## src/rtl/parking_pkg.sv

```systemverilog
// Shared definitions for the parking billing stage: fee FSM state encoding,
// plate-type constants, slot count, fee ceiling and the slot-index helper.
package parking_pkg;

  typedef enum logic [1:0] {
    IDLE = 2'd0,
    DIV  = 2'd1,
    DONE = 2'd2
  } fee_state_t;

  localparam logic SEDAN = 1'b0;
  localparam logic SUV   = 1'b1;

  localparam int unsigned NUM_SLOTS = 14;
  localparam int unsigned FEE_MAX   = 255;

  // Slot index {floor-1, place}; only meaningful for floor 1..7.
  function automatic logic [3:0] slot_idx(input logic [2:0] floor, input logic place);
    return {floor - 3'd1, place};
  endfunction

endpackage

```

## src/rtl/parking_fee_unit_if.sv

```systemverilog
// Event/result bundle between the lot controller and the billing stage.
//   master: drives park_* and leave_* events, observes billing results.
//   slave : the billing stage; drives leave_ready, fee, fee_valid,
//           slot_busy and error.
interface parking_fee_unit_if;
  import parking_pkg::*;

  logic                 park_valid;
  logic [2:0]           park_floor;
  logic                 park_place;
  logic                 park_type;
  logic                 leave_valid;
  logic [2:0]           leave_floor;
  logic                 leave_place;
  logic                 leave_ready;
  logic [7:0]           fee;
  logic                 fee_valid;
  logic [NUM_SLOTS-1:0] slot_busy;
  logic                 error;

  modport master (
    output park_valid, park_floor, park_place, park_type,
    output leave_valid, leave_floor, leave_place,
    input  leave_ready, fee, fee_valid, slot_busy, error
  );

  modport slave (
    input  park_valid, park_floor, park_place, park_type,
    input  leave_valid, leave_floor, leave_place,
    output leave_ready, fee, fee_valid, slot_busy, error
  );

endinterface

```

## src/rtl/fee_divider.sv

```systemverilog
// Iterative divide of elapsed ticks by TICKS_PER_UNIT, counting whole
// billing units and saturating the count at 255.
//   clock, reset : rising-edge clock, async active-high reset
//   start        : load elapsed into the remainder and clear the unit count
//   elapsed      : stay length in ticks
//   done         : no further subtraction possible (combinational)
//   units        : billing units counted so far
module fee_divider #(
  parameter int unsigned TS_W           = 16,
  parameter int unsigned TICKS_PER_UNIT = 4
) (
  input  logic            clock,
  input  logic            reset,
  input  logic            start,
  input  logic [TS_W-1:0] elapsed,
  output logic            done,
  output logic [7:0]      units
);

  localparam logic [TS_W-1:0] STEP = TS_W'(TICKS_PER_UNIT);

  logic [TS_W-1:0] rem;

  assign done = !((rem >= STEP) && (units != 8'hFF));

  // Once done the registers stop changing, so the result holds until the
  // next start without needing an explicit enable from the FSM.
  always_ff @(posedge clock or posedge reset) begin
    if (reset) begin
      rem   <= '0;
      units <= '0;
    end else if (start) begin
      rem   <= elapsed;
      units <= '0;
    end else if (!done) begin
      rem   <= rem - STEP;
      units <= units + 8'd1;
    end
  end

endmodule

```

## src/rtl/parking_fee_unit.sv

```systemverilog
// Parking billing stage. Timestamps each slot when a car is stored and,
// when a car is retrieved, divides the elapsed ticks into billing units,
// multiplies by the plate-type rate and reports a saturated 8-bit fee.
//   clock, reset : rising-edge clock, async active-high reset
//   bus (slave)  : park/leave events in; leave_ready, fee, fee_valid,
//                  slot_busy (index {floor-1, place}) and error out
module parking_fee_unit
  import parking_pkg::*;
#(
  parameter int unsigned TS_W           = 16,
  parameter int unsigned TICKS_PER_UNIT = 4,
  parameter int unsigned SEDAN_RATE     = 1,
  parameter int unsigned SUV_RATE       = 2
) (
  input  logic               clock,
  input  logic               reset,
  parking_fee_unit_if.slave  bus
);

  localparam logic [7:0] SEDAN_R = 8'(SEDAN_RATE);
  localparam logic [7:0] SUV_R   = 8'(SUV_RATE);

  fee_state_t           state;
  logic [TS_W-1:0]      tick;
  logic [NUM_SLOTS-1:0] busy;
  logic [TS_W-1:0]      ts    [NUM_SLOTS];
  logic                 ptype [NUM_SLOTS];
  logic [7:0]           rate_q;

  logic [3:0]           pidx;
  logic [3:0]           lidx;
  logic                 park_ok;
  logic                 park_bad;
  logic                 leave_ok;
  logic                 leave_bad;
  logic [TS_W-1:0]      elapsed;
  logic                 div_done;
  logic [7:0]           units;
  logic [15:0]          product;
  logic [7:0]           fee_next;

  // Event qualification. The floor check guards every slot lookup, so the
  // unused indices produced by floor 0 never reach state.
  always_comb begin
    pidx      = slot_idx(bus.park_floor, bus.park_place);
    lidx      = slot_idx(bus.leave_floor, bus.leave_place);
    leave_ok  = bus.leave_valid && (state == IDLE) &&
                (bus.leave_floor != 3'd0) && busy[lidx];
    leave_bad = bus.leave_valid && !leave_ok;
    park_ok   = bus.park_valid && (bus.park_floor != 3'd0) && !busy[pidx] &&
                !(leave_ok && (pidx == lidx));
    park_bad  = bus.park_valid && !park_ok;
  end

  // Modulo subtraction makes a counter wrap between park and leave harmless.
  assign elapsed = tick - ts[lidx];

  assign product  = {8'd0, units} * {8'd0, rate_q};
  assign fee_next = (product > 16'(FEE_MAX)) ? 8'(FEE_MAX) : product[7:0];

  fee_divider #(
    .TS_W           (TS_W),
    .TICKS_PER_UNIT (TICKS_PER_UNIT)
  ) u_div (
    .clock   (clock),
    .reset   (reset),
    .start   (leave_ok),
    .elapsed (elapsed),
    .done    (div_done),
    .units   (units)
  );

  // Tick counter and slot bookkeeping. A slot is freed at leave acceptance,
  // so it may be parked into again while the fee is still being computed.
  always_ff @(posedge clock or posedge reset) begin
    if (reset) begin
      tick <= '0;
      busy <= '0;
      for (int unsigned i = 0; i < NUM_SLOTS; i++) begin
        ts[i]    <= '0;
        ptype[i] <= SEDAN;
      end
    end else begin
      tick <= tick + TS_W'(1);
      if (leave_ok) begin
        busy[lidx] <= 1'b0;
      end
      if (park_ok) begin
        busy[pidx]  <= 1'b1;
        ts[pidx]    <= tick;
        ptype[pidx] <= bus.park_type;
      end
    end
  end

  always_ff @(posedge clock or posedge reset) begin
    if (reset) begin
      state           <= IDLE;
      rate_q          <= '0;
      bus.leave_ready <= 1'b1;
      bus.fee         <= '0;
      bus.fee_valid   <= 1'b0;
      bus.error       <= 1'b0;
    end else begin
      bus.fee_valid <= 1'b0;
      bus.error     <= park_bad || leave_bad;
      case (state)
        IDLE: begin
          if (leave_ok) begin
            rate_q          <= (ptype[lidx] == SUV) ? SUV_R : SEDAN_R;
            bus.leave_ready <= 1'b0;
            state           <= DIV;
          end
        end
        DIV: begin
          if (div_done) begin
            state <= DONE;
          end
        end
        DONE: begin
          bus.fee         <= fee_next;
          bus.fee_valid   <= 1'b1;
          bus.leave_ready <= 1'b1;
          state           <= IDLE;
        end
        default: begin
          bus.leave_ready <= 1'b1;
          state           <= IDLE;
        end
      endcase
    end
  end

  assign bus.slot_busy = busy;

endmodule

```

## src/flat_wrapper.sv

```systemverilog
// flat-port wrapper written by rule: the top's interface ports become plain ports
module parking_fee_unit_flat import parking_pkg::*;
#(
  parameter int unsigned TS_W           = 16,
  parameter int unsigned TICKS_PER_UNIT = 4,
  parameter int unsigned SEDAN_RATE     = 1,
  parameter int unsigned SUV_RATE       = 2
)
  (clock, reset, bus_park_valid, bus_park_floor, bus_park_place, bus_park_type, bus_leave_valid, bus_leave_floor, bus_leave_place, bus_leave_ready, bus_fee, bus_fee_valid, bus_slot_busy, bus_error);
  parking_fee_unit_if bus_i ();
  input  logic clock;
  input  logic reset;
  input wire logic [$bits(bus_i.park_valid)-1:0] bus_park_valid;
  input wire logic [$bits(bus_i.park_floor)-1:0] bus_park_floor;
  input wire logic [$bits(bus_i.park_place)-1:0] bus_park_place;
  input wire logic [$bits(bus_i.park_type)-1:0] bus_park_type;
  input wire logic [$bits(bus_i.leave_valid)-1:0] bus_leave_valid;
  input wire logic [$bits(bus_i.leave_floor)-1:0] bus_leave_floor;
  input wire logic [$bits(bus_i.leave_place)-1:0] bus_leave_place;
  output wire logic [$bits(bus_i.leave_ready)-1:0] bus_leave_ready;
  output wire logic [$bits(bus_i.fee)-1:0] bus_fee;
  output wire logic [$bits(bus_i.fee_valid)-1:0] bus_fee_valid;
  output wire logic [$bits(bus_i.slot_busy)-1:0] bus_slot_busy;
  output wire logic [$bits(bus_i.error)-1:0] bus_error;
  assign bus_i.park_valid = bus_park_valid;
  assign bus_i.park_floor = bus_park_floor;
  assign bus_i.park_place = bus_park_place;
  assign bus_i.park_type = bus_park_type;
  assign bus_i.leave_valid = bus_leave_valid;
  assign bus_i.leave_floor = bus_leave_floor;
  assign bus_i.leave_place = bus_leave_place;
  assign bus_leave_ready = bus_i.leave_ready;
  assign bus_fee = bus_i.fee;
  assign bus_fee_valid = bus_i.fee_valid;
  assign bus_slot_busy = bus_i.slot_busy;
  assign bus_error = bus_i.error;
  parking_fee_unit #(.TS_W(TS_W), .TICKS_PER_UNIT(TICKS_PER_UNIT), .SEDAN_RATE(SEDAN_RATE), .SUV_RATE(SUV_RATE)) u_core (.clock(clock), .reset(reset), .bus(bus_i));
endmodule
```

## config.mk

```make
export PLATFORM = sky130hd
export DESIGN_NAME = parking_fee_unit_flat
export DESIGN_NICKNAME = d
export VERILOG_FILES = /design/src/rtl/parking_pkg.sv /design/src/rtl/parking_fee_unit_if.sv /design/src/rtl/fee_divider.sv /design/src/rtl/parking_fee_unit.sv /design/src/flat_wrapper.sv
export SDC_FILE = /design/constraint.sdc
export NUM_CORES = 1
export LEC_CHECK = 0
export CAP_MARGIN = 20
export CORE_ASPECT_RATIO = 1.1
export CORE_MARGIN = 1.5
export CORE_UTILIZATION = 56
export DETAILED_ROUTE_END_ITERATION = 12
export PLACE_DENSITY = 0.83
export RECOVER_POWER = 100
export SKIP_LAST_GASP = 1
export SLEW_MARGIN = 20
export SYNTH_ARGS = -nofsm -noshare
export SYNTH_HDL_FRONTEND = slang
export SYNTH_SLANG_ARGS = --single-unit
```

## constraint.sdc

```tcl
create_clock -name clock -period 8.75 [get_ports clock]
set_input_delay 0.875 -clock clock [delete_from_list [all_inputs] [get_ports clock]]
set_output_delay 0.875 -clock clock [all_outputs]
set_load 0.01 [all_outputs]
```

==> impl_metrics.csv <==
group,metric,value,unit
route,firstDrtPassIters,5,
timing,finalSetupViolations,0,
route,vias,9768,
yosys,seq_area_frac_synth,0.504,
finish,syn2layout_area_growth,10.3,%
route,drt_iter0_markers,992,
die,start_util,0.567,
timing,slew_headroom,-1.51,
yosys,synth_mux_area_frac,0.266,
yosys,synth_area_per_cell,13.2,um^2
worst_hold_path,hold_class,"register to register",
clock_tree,cts_hold_buf,0,
finish,drive_gt1_frac,0.295,
yosys,yosys.area_share.adder,0.0379,
yosys,ys_seq_elements,307,
yosys,netlist_instances,1151,
power_and_ir_drop,powerDensity,238,nW/um^2
yosys,synthFlopType,"dfrtp_1",
place,post_dp_cell_area,15900,um^2
timing,maxSlewViolCount,344,
clock_tree,cts_max_path_buffers,3,
clock_tree,post_cts_buffers,0,
yosys,syn_nets,1209,
critical_path,cp_slowest_stage_delay,1.36,ns
yosys,synth_edf_count,0,
clock_tree,clock-sinks,307,
route,wire_per_inst,22.9,um
critical_path,slowest_stage,"nor3_1",
grt,grt_pass1_wl,56600,um
timing,skew,0.00686,ns
timing,layout_min_cycle_time,6.14,ns
finish,antenna_cells,0,
yosys,synth_compound_area_frac,0.0646,
finish,fin_nets,1223,
grt,grt_use_total,0.258,
run_status,status,"finished with violations",
clock_tree,cts_resized,0,
grt,antenna_found_initial,1,
die,die_y,176,um
timing,finalCritPeriodShare,0.702,
power_and_ir_drop,power.leakage,0.00785,uW
timing,finalSetupTns,0,ns
die,io_pins,38,
yosys,synth_top_family_by_area,"multiplexers",
die,die-area,28200,um^2
yosys,yosys.area_share.simple,0.0708,
finish,final_area,16800,um^2
finish,multi_input_area,7090,um^2
yosys,async_flop_share,1.00,
critical_path,crit_chain,"dlygate4sd3_1 -> inv_1 -> ha_1 -> xnor2_1 -> mux2_1 -> a311o_2 -> or3_1 -> nor3_1 -> clkbuf_1 -> mux2_2",
place,gp_congestion,0.915,
place,hpwlAfterDp,22600,um
route,postRouteAntennaNets,0,
clock_tree,clkLatencyLatePin,0.55,ns
grt,grt_pass1_vias,10100,
clock_tree,numCtsBuffers,30,
critical_path,crit_path_max_fanout,12,
critical_path,criticalPathCategory,"input port to register",
die,core,26900,um^2
clock_tree,cts_tree,"done",
place,io_buffers,37,
clock_tree,htree_levels,1,
critical_path,cp.required,9.18,ns
yosys,synthXorXnorAreaFrac,0.0291,
yosys,syn-cell-area,15200,um^2
yosys,ys_warn_count,0,
run_status,violations,"max-capacitance violations, max-slew violations",
finish,fillCellCount,1993,
critical_path,cp-end-kind,"register",
finish,final-seq-area,7680,um^2
yosys,synth_cell_types,68,
die,rows,63,
route,drt_wl_total,35400,um
grt,grt_overflow_total,0,
die,die_w,160,um
route,drc,0,
grt,grt_start_max_net_pins,161,
critical_path,cp-start-kind,"input port",
timing,worst_pin_slew,3.77,ns
power_and_ir_drop,vdd_drop_max,0.163,mV
critical_path,cp.arrival,6.57,ns
clock_tree,path_clk_slew,0.06,ns
timing,max_freq,163,MHz
flow_run,cap_violations,8,
clock_tree,cts_root_buf,"clkbuf_16",
route,via_per_inst,6.32,
timing,final_hold_viol_count,0,
timing,rsz0062_at_grt,"no",
## critical path, delay by kind of cell
family / cells / cell delay (ns)
buf+inv: 3 / 1.81
xor+xnor: 1 / 0.60
mux: 2 / 0.83
simple gates: 2 / 1.80
compound gates: 1 / 0.42
fa+ha+maj: 1 / 0.24
## routing by layer
| layer | share of wire | vias to the layer above | global-route usage |
|---|---|---|---|
| met5 | 0 | - | 0 |
| met4 | 0.034 | 0 | 0.0900 |
| met3 | 0.068 | 79 | 0.0493 |
| met2 | 0.48 | 342 | 0.426 |
| met1 | 0.41 | 5071 | 0.344 |
| li1 | - | 4276 | - |
## synth_stat cells (3+ instances only)
cell type / number / area share
a211oi_1: 4 / 0.0020
a21o_1: 8 / 0.0039
a21oi_1: 17 / 0.0056
a221oi_1: 15 / 0.0086
a22oi_1: 21 / 0.010
a31oi_1: 3 / 0.0012
and2_1: 18 / 0.0074
and3_1: 9 / 0.0037
and4_1: 4 / 0.0023
buf_1: 6 / 0.0015
buf_2: 8 / 0.0026
buf_4: 3 / 0.0015
buf_6: 4 / 0.0030
clkbuf_1: 55 / 0.014
dfrtp_1: 306 / 0.50
ha_1: 43 / 0.035
inv_1: 18 / 0.0044
mux2_2: 224 / 0.17
mux2_4: 10 / 0.0098
mux2i_1: 14 / 0.0092
mux4_2: 55 / 0.081
nand2_1: 78 / 0.019
nand2b_1: 11 / 0.0045
nand3_1: 16 / 0.0053
nand4_1: 12 / 0.0049
nor2_1: 31 / 0.0076
nor2b_1: 9 / 0.0037
nor3_1: 10 / 0.0033
o211ai_1: 3 / 0.0015
o21ai_0: 26 / 0.0085
o22a_1: 8 / 0.0046
o31ai_1: 10 / 0.0049
o41ai_1: 3 / 0.0017
xnor2_1: 21 / 0.012
xor2_1: 25 / 0.014
## state kept, by name (all words and copies together), names as in the netlist
signal / cells
u_core.tick: 16
u_core.bus.fee_valid: 1
u_core.bus.fee: 8
u_core.ptype: 14
u_core.bus.error: 1
u_core.bus.slot_busy: 14
u_core.rate_q: 2
u_core.bus.leave_ready: 1
u_core.u_div.rem: 16
u_core.ts: 224
u_core.u_div.units: 8
u_core.state: 2
## metrics by stage
stage | setup WS (ns) | instances | power [uW] | utilization | hold slack (ns)
floorplan | 3.36 | 1151 | 2430 | - | 0.445
global placement | 3.05 | 1489 | 2690 | 0.592 | 0.457
detailed placement | 2.82 | 1489 | 2730 | 0.592 | 0.472
CTS | 3.38 | 1545 | 4050 | 0.630 | 0.487
global route | 2.23 | 1546 | 4200 | 0.626 | 0.508
finish | 2.61 | 1546 | 4000 | 0.626 | 0.488
## cells in the final DEF (no fill, tap or decap), drive strengths merged, types with 4 or more instances in the layout
cell           netlist  layout
a21o                 8       8
nor2                33      33
nand2b              11      11
nor3                12      12
mux2i               14      14
nor2b                9       9
a221oi              15      15
o31ai               10      10
clkbuf              55      64
xor2                25      25
nand2               78      78
inv                 18      17
dlygate4sd3          0      27
buf                 22       9
and4                 4       4
dfrtp              306     306
o22a                 8       8
nand3               16      16
clkinvlp             0       4
nand4               12      12
a211oi               4       4
ha                  43      43
mux4                55      55
o21ai               26      26
and3                 9       9
a21oi               17      17
clkdlybuf4s50        0       8
a22oi               21      21
and2                18      18
mux2               234     234
xnor2               22      22
## cell type report
class | instances | share of cell area
clock buffers | 49 | 0.0573
clock inverters | 7 | 0.00402
inverters | 18 | 0.00424
multi-input cells | 749 | 0.422
flip-flops and latches | 307 | 0.457
well taps | 357 | 0.0266
repair buffers | 59 | 0.0294
## power breakdown
part	internal, uW	switching, uW	leakage, uW
Clock	778	535	0.000502
Combinational	441	412	0.00332
Sequential	1650	186	0.00403
## cell families (layout without fill, tap and decap cells)
kind of cell    Yosys count  after routing
mux                     303            303
buf+inv                  95            133
simple gates            215            215
flops                   307            307
xor+xnor                 48             48
compound gates          138            138
fa+ha+maj                45             45
## path summary, 6_finish.rpt
path / to / cells past startpoint / from / slack, ns
setup reg to reg: u_core.ptype[7]$_DFFE_PP0P_ / 6 / u_core.bus.slot_busy[5]$_DFF_PP0_ / 4.39
setup / recovery: u_core.ptype[7]$_DFFE_PP0P_ / 10 / bus_park_floor[0] / 2.61
hold reg to reg: u_core.ts[176]$_DFFE_PP0P_ / 2 / u_core.ts[176]$_DFFE_PP0P_ / 0.49
min in group asynchronous: u_core.ts[146]$_DFFE_PP0P_ / 3 / reset / 2.26
max in group asynchronous: u_core.ts[140]$_DFFE_PP0P_ / 4 / reset / 3.20
hold / removal: u_core.ts[176]$_DFFE_PP0P_ / 2 / u_core.ts[176]$_DFFE_PP0P_ / 0.49
No activity file was read; power rests on OpenSTA's default activity.
